File: config.mk
export PLATFORM = sky130hd
export DESIGN_NAME = alsu_to_seven_segment
export DESIGN_NICKNAME = d
export VERILOG_FILES = /design/src/rtl/alsu_to_seven_segment.sv
export SDC_FILE = /design/constraint.sdc
export NUM_CORES = 1
export LEC_CHECK = 0
export CAP_MARGIN = 5
export CORE_ASPECT_RATIO = 0.7
export CORE_UTILIZATION = 48
export CTS_BUF_LIST = sky130_fd_sc_hd__clkbuf_4
export DETAILED_ROUTE_END_ITERATION = 10
export HOLD_SLACK_MARGIN = 0.06
export PLACE_DENSITY = 0.76
export SYNTH_ARGS = -nofsm -noshare
export SYNTH_HDL_FRONTEND = slang
export SYNTH_SLANG_ARGS = --single-unit
File: constraint.sdc
create_clock -name clk -period 2.29 [get_ports clk]
set_input_delay 0.3435 -clock clk [delete_from_list [all_inputs] [get_ports clk]]
set_output_delay 0.3435 -clock clk [all_outputs]
set_load 0.05 [all_outputs]
File: src/rtl/alsu_to_seven_segment.sv
// Registered 3-bit ALSU whose 6-bit result is shown on a 4-digit seven-segment display.
// Optional: define ALSU_FULL_ADDER_EN to fold cin into the opcode 010 sum.
module alsu_to_seven_segment #(
   parameter     INPUT_PRIORITY = "A",
   parameter int REFRESH_W      = 16
) (
   input  logic [2:0]  A,
   input  logic [2:0]  B,
   input  logic [2:0]  opcode,
   input  logic        cin,
   input  logic        serial_in,
   input  logic        direction,
   input  logic        red_op_A,
   input  logic        red_op_B,
   input  logic        byPass_A,
   input  logic        byPass_B,
   input  logic        clk,
   input  logic        rst,
   output logic [3:0]  anode,
   output logic [6:0]  cathode,
   output logic [15:0] leds
);

   localparam bit PRI_A = (INPUT_PRIORITY == "A");
`ifdef ALSU_FULL_ADDER_EN
   localparam bit FA = 1'b1;
`else
   localparam bit FA = 1'b0;
`endif

   logic [2:0]           a_q, b_q, op_q;
   logic                 cin_q, sin_q, dir_q;
   logic                 ra_q, rb_q, ba_q, bb_q;
   logic [5:0]           out, nxt;
   logic                 err, inv, pick_a, byp_a;
   logic [REFRESH_W-1:0] cnt;
   logic [1:0]           dig;

   function automatic logic [6:0] glyph(input logic [3:0] v);
      logic [6:0] g;
      case (v)
         4'h0:    g = 7'b1000000;
         4'h1:    g = 7'b1111001;
         4'h2:    g = 7'b0100100;
         4'h3:    g = 7'b0110000;
         4'h4:    g = 7'b0011001;
         4'h5:    g = 7'b0010010;
         4'h6:    g = 7'b0000010;
         4'h7:    g = 7'b1111000;
         4'h8:    g = 7'b0000000;
         4'h9:    g = 7'b0010000;
         4'hA:    g = 7'b0001000;
         4'hB:    g = 7'b0000011;
         4'hC:    g = 7'b1000110;
         4'hD:    g = 7'b0100001;
         4'hE:    g = 7'b0000110;
         default: g = 7'b0001110;
      endcase
      return g;
   endfunction

   // Reductions only make sense on the two logic opcodes
   always_comb begin
      inv    = (op_q[2] & op_q[1]) |
               ((ra_q | rb_q) & (op_q[2] | op_q[1]));
      pick_a = ra_q & (~rb_q | PRI_A);
      byp_a  = ba_q & (~bb_q | PRI_A);
      nxt    = out;
      if (ba_q | bb_q) begin
         nxt = byp_a ? {3'b000, a_q} : {3'b000, b_q};
      end else if (inv) begin
         nxt = '0;
      end else begin
         case (op_q)
            3'b000: begin
               if (ra_q | rb_q)
                  nxt = {5'b0, pick_a ? &a_q : &b_q};
               else
                  nxt = {3'b000, a_q & b_q};
            end
            3'b001: begin
               if (ra_q | rb_q)
                  nxt = {5'b0, pick_a ? ^a_q : ^b_q};
               else
                  nxt = {3'b000, a_q ^ b_q};
            end
            3'b010: nxt = {3'b000, a_q} + {3'b000, b_q} + {5'b0, cin_q & FA};
            3'b011: nxt = {3'b000, a_q} * {3'b000, b_q};
            3'b100: nxt = dir_q ? {out[4:0], sin_q} : {sin_q, out[5:1]};
            3'b101: nxt = dir_q ? {out[4:0], out[5]} : {out[0], out[5:1]};
            default: nxt = '0;
         endcase
      end
   end

   always_ff @(posedge clk or negedge rst) begin
      if (!rst) begin
         a_q   <= '0;
         b_q   <= '0;
         op_q  <= '0;
         cin_q <= 1'b0;
         sin_q <= 1'b0;
         dir_q <= 1'b0;
         ra_q  <= 1'b0;
         rb_q  <= 1'b0;
         ba_q  <= 1'b0;
         bb_q  <= 1'b0;
         out   <= '0;
         err   <= 1'b0;
         leds  <= '0;
         cnt   <= '0;
      end else begin
         a_q   <= A;
         b_q   <= B;
         op_q  <= opcode;
         cin_q <= cin;
         sin_q <= serial_in;
         dir_q <= direction;
         ra_q  <= red_op_A;
         rb_q  <= red_op_B;
         ba_q  <= byPass_A;
         bb_q  <= byPass_B;
         out   <= nxt;
         err   <= inv;
         leds  <= inv ? ~leds : '0;
         cnt   <= cnt + 1'b1;
      end
   end

   assign dig = cnt[REFRESH_W-1 -: 2];

   always_comb begin
      anode      = 4'b1111;
      anode[dig] = 1'b0;
      if (err) begin
         cathode = 7'b0000110;
      end else begin
         case (dig)
            2'd0:    cathode = glyph(out[3:0]);
            2'd1:    cathode = glyph({2'b00, out[5:4]});
            default: cathode = 7'b1111111;
         endcase
      end
   end

endmodule

==> metrics.txt, run 1 <==
outcome complete, but fails checks; violations in the final reports negative setup slack; cell count after synthesis 264; end-of-flow core utilization 66.4%; total wirelength of the detailed-routed design 5890 um; Core Area 5420 um^2; synth unique cells 49; design area 3600 um^2; effective utilization at floorplan 51.8%; R2R Path Start a_q[1]$_DFF_PN0_; area added between synthesis and finish 28.3%; crit path kind reg -> out; Post-Synthesis Net Count 304; violation count after the first detailed-routing iteration 105; detailed-route via count 2099; Detailed Routing Iterations Pass 1 6; minimum setup slack in the final design -19.1 ps; library cell with the largest summed area after synthesis dfrtp_1; Final Total Pwr 2.08 mW; die outline height 66.0 um; Detailed Place HPWL 4260 um; CP startpoint out[0]$_DFF_PN0_; Antenna Nets Post-Route 0; Routed wire per std cell 15.2 um; floorplan die width 93.4 um; power density relative to cell area 578 nW/um^2; fraction of final layout cells with drive strength greater than 1 18.4%; top-count cell post-synth dfrtp_1; Sink Count 54; Achievable Freq 0.433 GHz; Port-buffer cells 43; cell area reported after detailed placement 3420 um^2; routed via count divided by cell count 5.42; floorplan row count 22; Critical Path End Type output port; worst relative slew slack 56.7%; post-CTS clock slew at the launch and capture registers of the worst setup and hold paths 160 ps; residual DRC count 0; number of antenna diodes 0; fin crit share 101%; flip-flop and latch count after synthesis 54; H-tree depth 2; number of warnings issued by yosys 0; Area contributors post-synth dfrtp_1 48%, ha_1 8.9%, xnor2_1 4.4%; largest net degree at the start of global routing 55; Overall Global Routing Usage 21.3%; max-slew violation total from the final report 0; via count of the first global-routing pass 2009; post-synthesis area per instance 10.6 um^2; antenna violations before repair 0; CTS tree yes; Data arrival, critical path 1970 ps; Peak VDD IR 0.403 mV; path type of the worst min-delay path in -> async; CP Data Required Time 1950 ps; most common flop cell mapped by yosys dfrtp_1; Fin Setup TNS -19.1 ps; Post-Route Skew 9.55 ps; Post-Syn Area 2810 um^2; Tightest Pin Transition 650 ps; total of endpoints with negative setup slack in the final report 1; total of hold buffers inserted after clock tree synthesis 0; share of synthesized flip-flops with an asynchronous set or reset 100%; maximum fanout count along the critical path 4; number of flops mapped to enable cells by yosys 0; CTS root buf clkbuf_4; Inst Count DP 379; clock latency of the later-clocked register in the worst-skew pair 370 ps; non-filler instance count after layout 387; number of buffers on the longest clock path 2; RSZ-0062 raised after global routing true; die area 6160 um^2; total global routing overflow 0; leading cell types by count after synthesis 54 x dfrtp_1, 32 x nor2_1, 20 x ha_1, 19 x nand2_1, 18 x a21oi_1; total leakage power 1.58 nW; crit start category flop; proportion of netlist area held by the largest area contributor 48.1%; count of maximum capacitance violations 0; Tmin final 2310 ps; global placer's final weighted congestion 0.843; number of buffers inserted during clock tree synthesis 5; final count of hold timing violations 0; io pins 45; Seq/Total Area, Yosys 48.1%; global-route wire length before repair 9940 um; nets@finish 355
per-stage QoR:
stage               hold slack [ps]  worst slack (ps)
floorplan                      47.9              8.22
global placement                413              68.7
detailed placement              417             -16.4
CTS                            74.3             -12.8
global route                   86.6              -126
finish                         64.7             -19.1
sequential cells by signal, indices dropped and copies added (netlist names):
name / flops
op_q: 3
out: 6
err: 1
a_q: 3
bb_q: 1
pick_a: 1
dir_q: 1
cnt: 16
rb_q: 1
leds: 16
ba_q: 1
sin_q: 1
b_q: 3
logic make-up after synthesis:
group	count (synthesis)	synth area share [%]
multiplexers	13	4.68
AND/OR/NAND/NOR	92	16.8
AO/OA/AOI/OAI	46	11.1
flip-flops	54	48.1
XOR/XNOR	19	5.93
adder cells (fa/ha/maj)	22	10.3
buffers and inverters	18	3.03
report_power, final:
group          leakage [nW]  total (mW)  switching, mW  internal [mW]
Clock                0.0233       0.410          0.296          0.114
Combinational         0.886       0.601          0.348          0.254
Sequential            0.667        1.07         0.0588           1.01
Total                  1.58        2.08          0.703           1.38
cell type report:
class	instances	area [um^2]
clock buffers	5	37.5
clock inverters	2	15.0
fillers	406	1820
inverters	9	36.3
multi-input cells	192	1490
flip-flops and latches	54	1350
well taps	72	90.1
repair buffers	53	577
worst max-delay path, stage by stage (launching register included):
cell and delay, ps:
dfrtp_1 450, buf_6 150, ha_2 200, nand2_2 90
a311o_1 360, a21oi_2 190, buf_12 160
routing by layer:
layer  GRT usage (%)  vias up  wire length (um)
met1            32.8     1016              2910
met4            6.92        0                 0
li1                -     1017                 -
met2            29.3       66              2540
met3            4.71        0               444
met5               0        -                 0
cells in the final DEF (no fill, tap or decap), drive strengths merged, types with 3 or more instances in the layout:
| cell | count |
|---|---|
| a21oi | 18 |
| and2 | 6 |
| and3 | 4 |
| buf | 18 |
| clkbuf | 5 |
| clkdlybuf4s50 | 34 |
| dfrtp | 54 |
| ha | 20 |
| inv | 9 |
| mux2i | 12 |
| nand2 | 19 |
| nand2b | 8 |
| nand3 | 4 |
| nand4 | 5 |
| nor2 | 32 |
| o21ai | 3 |
| o22a | 3 |
| o31ai | 3 |
| or2 | 4 |
| xnor2 | 14 |
| xor2 | 5 |
timing repair:
action / 4_1_cts / 5_1_grt
pin swaps: 7 / 12
resized for setup: 15 / 14
endpoints found under the setup margin: 7 / 8
gates cloned: 0 / 0
buffers inserted: 1 / 0
hold endpoints to repair: 0 / 0
worst paths after layout:
kind                       slack (ps)  depth (start not counted)                  to
max                               -20                          6          cathode[3]
min                                60                          2    b_q[2]$_DFF_PN0_
max reg2reg                        70                          8    out[3]$_DFF_PN0_
min reg2reg                       440                          1  leds[13]$_DFF_PN0_
max in group asynchronous        1760                          2    out[2]$_DFF_PN0_
min in group clk                  390                          1    pick_a$_DFF_PN0_
Power figures use the tool's default switching activity.
==> inputs of run 2 (changes only) <==
--- a/config.mk
+++ b/config.mk
@@ -12,6 +12,7 @@
 export DETAILED_ROUTE_END_ITERATION = 10
 export HOLD_SLACK_MARGIN = 0.06
 export PLACE_DENSITY = 0.76
+export SLEW_MARGIN = 20
 export SYNTH_ARGS = -nofsm -noshare
 export SYNTH_HDL_FRONTEND = slang
 export SYNTH_SLANG_ARGS = --single-unit
==> results of run 2 <==
Same layout as run 1: the final DEF is identical, and so are final timing and power.
